===== config.mk =====
export PLATFORM = sky130hd
export DESIGN_NAME = vmicro16_cluster_apb_bridge_flat
export DESIGN_NICKNAME = d
export VERILOG_FILES = /design/src/rtl/vmicro16_cluster_apb_bridge_if.sv /design/src/rtl/vmicro16_cluster_apb_bridge.sv /design/src/flat_wrapper.sv
export SDC_FILE = /design/constraint.sdc
export NUM_CORES = 1
export LEC_CHECK = 0
export CAP_MARGIN = 20
export CORE_ASPECT_RATIO = 1.25
export CORE_MARGIN = 5
export CORE_UTILIZATION = 34
export DETAILED_ROUTE_END_ITERATION = 8
export GPL_ROUTABILITY_DRIVEN = 0
export PLACE_DENSITY = 0.75
export SLEW_MARGIN = 10
export SYNTH_ARGS = -nofsm -noshare
export SYNTH_HDL_FRONTEND = slang
export SYNTH_SLANG_ARGS = --single-unit

===== constraint.sdc =====
create_clock -name clk -period 1.55 [get_ports clk]
set_input_delay 0.155 -clock clk [delete_from_list [all_inputs] [get_ports clk]]
set_output_delay 0.155 -clock clk [all_outputs]
set_load 0.02 [all_outputs]

===== src/rtl/vmicro16_cluster_apb_bridge_if.sv =====
// APB signal bundle shared by the cluster-side and SoC-side ports of the cluster bridge.
// The master modport issues requests; the slave modport answers them with pready/prdata.
interface vmicro16_cluster_apb_bridge_if #(
  parameter int BUS_WIDTH  = 16,
  parameter int DATA_WIDTH = 16
);
  logic [BUS_WIDTH-1:0]  paddr;
  logic                  pwrite;
  logic                  psel;
  logic                  penable;
  logic [DATA_WIDTH-1:0] pwdata;
  logic [DATA_WIDTH-1:0] prdata;
  logic                  pready;

  modport master (
    output paddr, pwrite, psel, penable, pwdata,
    input  prdata, pready
  );

  modport slave (
    input  paddr, pwrite, psel, penable, pwdata,
    output prdata, pready
  );
endinterface


===== src/rtl/vmicro16_cluster_apb_bridge.sv =====
// Registered APB bridge: cluster access phase -> fresh SETUP/ACCESS downstream -> one-cycle S pready (3 cycles zero-wait).
// Cluster waits in ACCESS until RESP; VMICRO16_APB_BRIDGE_TIMEOUT_EN adds an ACCESS abort after TIMEOUT_CYCLES.
module vmicro16_cluster_apb_bridge #(
  parameter int                  BUS_WIDTH      = 16,
  parameter int                  DATA_WIDTH     = 16,
  parameter int                  ID_WIDTH       = 2,
  parameter logic [ID_WIDTH-1:0] CLUSTER_ID     = '0,
  parameter int                  TIMEOUT_CYCLES = 255
) (
  input  logic                          clk,
  input  logic                          reset,
  vmicro16_cluster_apb_bridge_if.slave  s_apb,
  vmicro16_cluster_apb_bridge_if.master m_apb,
  output logic [ID_WIDTH-1:0]           m_pid_o,
  output logic                          timeout_o
);

  typedef enum logic [1:0] {
    ST_IDLE,
    ST_SETUP,
    ST_ACCESS,
    ST_RESP
  } state_t;

  state_t                state_q,   state_d;
  logic [BUS_WIDTH-1:0]  paddr_q,   paddr_d;
  logic                  pwrite_q,  pwrite_d;
  logic [DATA_WIDTH-1:0] pwdata_q,  pwdata_d;
  logic                  psel_q,    psel_d;
  logic                  penable_q, penable_d;
  logic [ID_WIDTH-1:0]   pid_q,     pid_d;
  logic [DATA_WIDTH-1:0] prdata_q,  prdata_d;
  logic                  pready_q,  pready_d;

`ifdef VMICRO16_APB_BRIDGE_TIMEOUT_EN
  localparam logic [7:0] TO_LAST = 8'(TIMEOUT_CYCLES - 1);

  logic [7:0] wait_cnt_q, wait_cnt_d;
  logic       timeout_q,  timeout_d;
`else
  logic [7:0] timeout_cfg_unused;
  assign timeout_cfg_unused = 8'(TIMEOUT_CYCLES);
`endif

  always_comb begin
    state_d   = state_q;
    paddr_d   = paddr_q;
    pwrite_d  = pwrite_q;
    pwdata_d  = pwdata_q;
    psel_d    = psel_q;
    penable_d = penable_q;
    pid_d     = pid_q;
    prdata_d  = prdata_q;
    pready_d  = 1'b0;
`ifdef VMICRO16_APB_BRIDGE_TIMEOUT_EN
    wait_cnt_d = wait_cnt_q;
    timeout_d  = timeout_q;
`endif

    unique case (state_q)
      ST_IDLE: begin
        // Only the cluster's access phase starts a transfer; its setup phase is ignored.
        if (s_apb.psel && s_apb.penable) begin
          paddr_d   = s_apb.paddr;
          pwrite_d  = s_apb.pwrite;
          pwdata_d  = s_apb.pwdata;
          psel_d    = 1'b1;
          penable_d = 1'b0;
          pid_d     = CLUSTER_ID;
          state_d   = ST_SETUP;
`ifdef VMICRO16_APB_BRIDGE_TIMEOUT_EN
          wait_cnt_d = '0;
`endif
        end
      end

      ST_SETUP: begin
        penable_d = 1'b1;
        state_d   = ST_ACCESS;
      end

      ST_ACCESS: begin
        if (m_apb.pready) begin
          prdata_d  = pwrite_q ? '0 : m_apb.prdata;
          psel_d    = 1'b0;
          penable_d = 1'b0;
          pid_d     = '0;
          pready_d  = 1'b1;
          state_d   = ST_RESP;
        end
`ifdef VMICRO16_APB_BRIDGE_TIMEOUT_EN
        // This cycle is the TIMEOUT_CYCLES-th ACCESS cycle without pready.
        else if (wait_cnt_q == TO_LAST) begin
          prdata_d  = '1;
          psel_d    = 1'b0;
          penable_d = 1'b0;
          pid_d     = '0;
          pready_d  = 1'b1;
          timeout_d = 1'b1;
          state_d   = ST_RESP;
        end else begin
          wait_cnt_d = wait_cnt_q + 8'd1;
        end
`endif
      end

      ST_RESP: begin
        state_d = ST_IDLE;
      end

      default: begin
        state_d = ST_IDLE;
      end
    endcase
  end

  always_ff @(posedge clk) begin
    if (reset) begin
      state_q   <= ST_IDLE;
      paddr_q   <= '0;
      pwrite_q  <= 1'b0;
      pwdata_q  <= '0;
      psel_q    <= 1'b0;
      penable_q <= 1'b0;
      pid_q     <= '0;
      prdata_q  <= '0;
      pready_q  <= 1'b0;
    end else begin
      state_q   <= state_d;
      paddr_q   <= paddr_d;
      pwrite_q  <= pwrite_d;
      pwdata_q  <= pwdata_d;
      psel_q    <= psel_d;
      penable_q <= penable_d;
      pid_q     <= pid_d;
      prdata_q  <= prdata_d;
      pready_q  <= pready_d;
    end
  end

`ifdef VMICRO16_APB_BRIDGE_TIMEOUT_EN
  always_ff @(posedge clk) begin
    if (reset) begin
      wait_cnt_q <= '0;
      timeout_q  <= 1'b0;
    end else begin
      wait_cnt_q <= wait_cnt_d;
      timeout_q  <= timeout_d;
    end
  end

  assign timeout_o = timeout_q;
`else
  assign timeout_o = 1'b0;
`endif

  assign m_apb.paddr   = paddr_q;
  assign m_apb.pwrite  = pwrite_q;
  assign m_apb.pwdata  = pwdata_q;
  assign m_apb.psel    = psel_q;
  assign m_apb.penable = penable_q;
  assign m_pid_o       = pid_q;
  assign s_apb.prdata  = prdata_q;
  assign s_apb.pready  = pready_q;

endmodule


===== src/flat_wrapper.sv =====
// flat-port wrapper written by rule: the top's interface ports become plain ports
module vmicro16_cluster_apb_bridge_flat 
#(
  parameter int                  BUS_WIDTH      = 16,
  parameter int                  DATA_WIDTH     = 16,
  parameter int                  ID_WIDTH       = 2,
  parameter logic [ID_WIDTH-1:0] CLUSTER_ID     = '0,
  parameter int                  TIMEOUT_CYCLES = 255
)
  (clk, reset, m_pid_o, timeout_o, s_apb_paddr, s_apb_pwrite, s_apb_psel, s_apb_penable, s_apb_pwdata, s_apb_prdata, s_apb_pready, m_apb_paddr, m_apb_pwrite, m_apb_psel, m_apb_penable, m_apb_pwdata, m_apb_prdata, m_apb_pready);
  vmicro16_cluster_apb_bridge_if #(.BUS_WIDTH(BUS_WIDTH), .DATA_WIDTH(DATA_WIDTH)) s_apb_i ();
  vmicro16_cluster_apb_bridge_if #(.BUS_WIDTH(BUS_WIDTH), .DATA_WIDTH(DATA_WIDTH)) m_apb_i ();
  input  logic clk;
  input  logic reset;
  output logic [ID_WIDTH-1:0] m_pid_o;
  output logic timeout_o;
  input wire logic [$bits(s_apb_i.paddr)-1:0] s_apb_paddr;
  input wire logic [$bits(s_apb_i.pwrite)-1:0] s_apb_pwrite;
  input wire logic [$bits(s_apb_i.psel)-1:0] s_apb_psel;
  input wire logic [$bits(s_apb_i.penable)-1:0] s_apb_penable;
  input wire logic [$bits(s_apb_i.pwdata)-1:0] s_apb_pwdata;
  output wire logic [$bits(s_apb_i.prdata)-1:0] s_apb_prdata;
  output wire logic [$bits(s_apb_i.pready)-1:0] s_apb_pready;
  output wire logic [$bits(m_apb_i.paddr)-1:0] m_apb_paddr;
  output wire logic [$bits(m_apb_i.pwrite)-1:0] m_apb_pwrite;
  output wire logic [$bits(m_apb_i.psel)-1:0] m_apb_psel;
  output wire logic [$bits(m_apb_i.penable)-1:0] m_apb_penable;
  output wire logic [$bits(m_apb_i.pwdata)-1:0] m_apb_pwdata;
  input wire logic [$bits(m_apb_i.prdata)-1:0] m_apb_prdata;
  input wire logic [$bits(m_apb_i.pready)-1:0] m_apb_pready;
  assign s_apb_i.paddr = s_apb_paddr;
  assign s_apb_i.pwrite = s_apb_pwrite;
  assign s_apb_i.psel = s_apb_psel;
  assign s_apb_i.penable = s_apb_penable;
  assign s_apb_i.pwdata = s_apb_pwdata;
  assign s_apb_prdata = s_apb_i.prdata;
  assign s_apb_pready = s_apb_i.pready;
  assign m_apb_paddr = m_apb_i.paddr;
  assign m_apb_pwrite = m_apb_i.pwrite;
  assign m_apb_psel = m_apb_i.psel;
  assign m_apb_penable = m_apb_i.penable;
  assign m_apb_pwdata = m_apb_i.pwdata;
  assign m_apb_i.prdata = m_apb_prdata;
  assign m_apb_i.pready = m_apb_pready;
  vmicro16_cluster_apb_bridge #(.BUS_WIDTH(BUS_WIDTH), .DATA_WIDTH(DATA_WIDTH), .ID_WIDTH(ID_WIDTH), .CLUSTER_ID(CLUSTER_ID), .TIMEOUT_CYCLES(TIMEOUT_CYCLES)) u_core (.clk(clk), .reset(reset), .s_apb(s_apb_i), .m_apb(m_apb_i), .m_pid_o(m_pid_o), .timeout_o(timeout_o));
endmodule

==> summary.txt <==
Clock tree
  – Hold_buf cts: 0
  – CTS sink cnt: 54
  – Postcts setup bufs: 0
  – Num CTS Buffers: 5
  – Clock Pin Slew Worst Setup and Hold Paths: 90 ps
  – CTS tree: yes
  – Clock Path Buffers: 2
  – # resized after CTS: 2
  – CTS HTree Levels: 2
  – Root Buffer: clkbuf_8
  – Worst-Skew Late Latency: 290 ps

Hold path
  – Hold crit path type: input pin to flip-flop
  – Hold_sp: s_apb_paddr[3]

Global route
  – First-pass GRT wire length: 8180 um
  – Initial antenna violation count: 0
  – Grt ovf: 0
  – Pin count of the biggest net entering global routing: 24
  – Number of global-route vias before repair: 1724
  – GRT Total Usage: 13.6%

Timing
  – Final WS setup: 50.0 ps
  – F_max: 667 MHz
  – Clock Skew: 11.2 ps
  – Final setup violation count: 0
  – Setup_tns: 0 ps
  – Max Slew Vio Count: 0
  – Fin. Hold Viols: 0
  – Final period util: 96.8%
  – Unrepaired setup endpoints after global routing: no
  – Tmin final: 1500 ps

Floorplan
  – Site Rows: 31
  – Full die area: 7460 sq um
  – Starting Density: 34.5%
  – I/O Pins: 109
  – Core ar.: 5740 sq um
  – Die Height: 95.3 um
  – Chip width: 78.2 um

Worst setup path
  – CP startpoint kind: flip-flop
  – Setup CP Type: flip-flop to output pin
  – WP data required: 1390 ps
  – Worst Path Buf+Inv: 1
  – Critical Path AT: 1340 ps
  – R2r startpoint: u_core.state_q[1]$_SDFFE_PP0P_
  – Crit path launch: u_core.m_apb.pwrite$_SDFFE_PP0P_
  – CP Cell Sequence: clkdlybuf4s50_1
  – Crit path max-delay family: buffers and inverters
  – Worst setup EP type: output pin
  – Critical path's slowest cell: clkdlybuf4s50_1
  – Worst-path fanout max: 3
  – CP peak stage delay: 640 ps

Detailed routing
  – Detail Route Antenna Nets: 0
  – Vias per Instance: 4.69
  – DR pass1 iterations: 4
  – DRT iter0 DRCs: 97
  – Via Count: 1825
  – Detailed Route WL: 5310 um
  – Drt wl/cell: 13.6 um
  – DRC: 0

Pwr
  – Worst vdd ir: 0.000596 V
  – Power Dens Cells: 1240 nW/um^2
  – Pleak: 0.00118 uW
  – Overall power: 4000 uW

Placed design
  – Pre-CTS WS: -55.6 ps
  – Post-DP HPWL: 4080 um
  – Port buffer count: 105

Final layout
  – Share of layout cells above drive strength 1: 8.05%
  – Area grow syn2layout: 63.3%
  – Post-layout util: 56.3%
  – Antenna cells: 0
  – Layout Nets: 381
  – Commonest non-fill, non-tap cell in the layout: clkdlybuf4s50_1
  – Most frequent cells in the layout: 105 x clkdlybuf4s50_1, 68 x nand2_1, 52 x dfxtp_1

Yosys
  – Sequential area share after synthesis: 54.6%
  – Synth Instances: 215
  – Cell variety after synth: 26
  – Avg Cell Area, Syn: 9.21 sq um
  – Synth Register Bits: 54
  – Ys Warns: 0
  – Syn Std Cell Area: 1980 sq um

Flow run
  – Maxcap violations: 0

Outcome
  – Outcome: complete, no violations
==> final timing paths <==
path | end | slack (ps) | cells past startpoint
max | m_apb_pwrite | 50 | 1
min | u_core.m_apb.paddr[3]$_SDFFE_PP0P_ | 400 | 3
max reg2reg | u_core.state_q[1]$_SDFFE_PP0P_ | 110 | 5
min reg2reg | u_core.m_apb.paddr[10]$_SDFFE_PP0P_ | 460 | 2
==> Yosys cell counts <==
| master | n | area (sq um) |
|---|---|---|
| a21boi_4 | 1 | 18.8 |
| a21oi_1 | 34 | 170 |
| a21oi_2 | 1 | 8.76 |
| a22o_1 | 16 | 140 |
| and3_2 | 1 | 7.51 |
| buf_2 | 6 | 30.0 |
| buf_4 | 5 | 37.5 |
| buf_6 | 3 | 33.8 |
| clkbuf_1 | 2 | 7.51 |
| conb_1 | 1 | 3.75 |
| dfxtp_1 | 54 | 1080 |
| ha_1 | 5 | 62.6 |
| inv_1 | 3 | 11.3 |
| mux2i_1 | 1 | 10.0 |
| nand2_1 | 68 | 255 |
| nand3_1 | 1 | 5.00 |
| nor2_1 | 3 | 11.3 |
| nor2b_1 | 1 | 6.26 |
| nor3_4 | 1 | 16.3 |
| o21ai_0 | 2 | 10.0 |
| o311a_2 | 1 | 11.3 |
| o311ai_0 | 1 | 8.76 |
| o31ai_1 | 1 | 7.51 |
| o41ai_1 | 1 | 8.76 |
| or3_1 | 1 | 6.26 |
| or4b_1 | 1 | 10.0 |
==> power by group <==
group	internal [uW]	switching [uW]	total (uW)	leakage [uW]
combinational	771	765	1540	0.000696
clock	361	419	780	0.0000482
sequential	1580	99.9	1680	0.000440
==> routing by layer <==
metal,vias up,track usage (%),part of all wire [%]
met2,72,23.0,49
met4,0,4.81,0.85
met5,-,0,0
met3,4,4.35,7.8
li1,928,-,-
met1,821,16.4,42
==> flip-flops by register name, summed over array words and instances (netlist names) <==
| name | cells |
|---|---|
| u_core.m_apb.paddr | 16 |
| u_core.s_apb.prdata | 16 |
| u_core.m_apb.pwrite | 1 |
| u_core.state_q | 2 |
| u_core.m_apb.psel | 1 |
| u_core.m_apb.penable | 1 |
| u_core.m_apb.pwdata | 16 |
| u_core.s_apb.pready | 1 |
==> per-stage QoR <==
stage | hold WS [ps] | cell area (sq um) | instances
2_1_floorplan | 281 | 1990 | 217
3_3_place_gp | 441 | 3120 | 381
3_5_place_dp | 446 | 3120 | 381
4_1_cts | 382 | 3220 | 389
5_1_grt | 398 | 3230 | 389
6_report | 397 | 3230 | 389
==> final cells by class <==
cell class | instances | area, sq um
fill | 510 | 2510
timing repair buffer | 114 | 1160
sequential | 54 | 1080
multi-input combinational | 144 | 808
clock buffer | 7 | 86.3
tap | 66 | 82.6
inverter | 3 | 11.3
clock inverter | 1 | 5.00
==> logic make-up after synthesis <==
kind of cell / synth area share [%]
and+or+nand+nor: 16.1
AOI/OAI and AO/OA: 19.4
DFF: 54.6
buffers and inverters: 6.07
adders and majority gates: 3.16
muxes: 0.506
other: 0.189
==> worst min-delay path: stages <==
cell	delay [ps]
clkdlybuf4s50_1	400
nand2_1	50
a21oi_1	50
No activity file was read; power rests on OpenSTA's default activity.
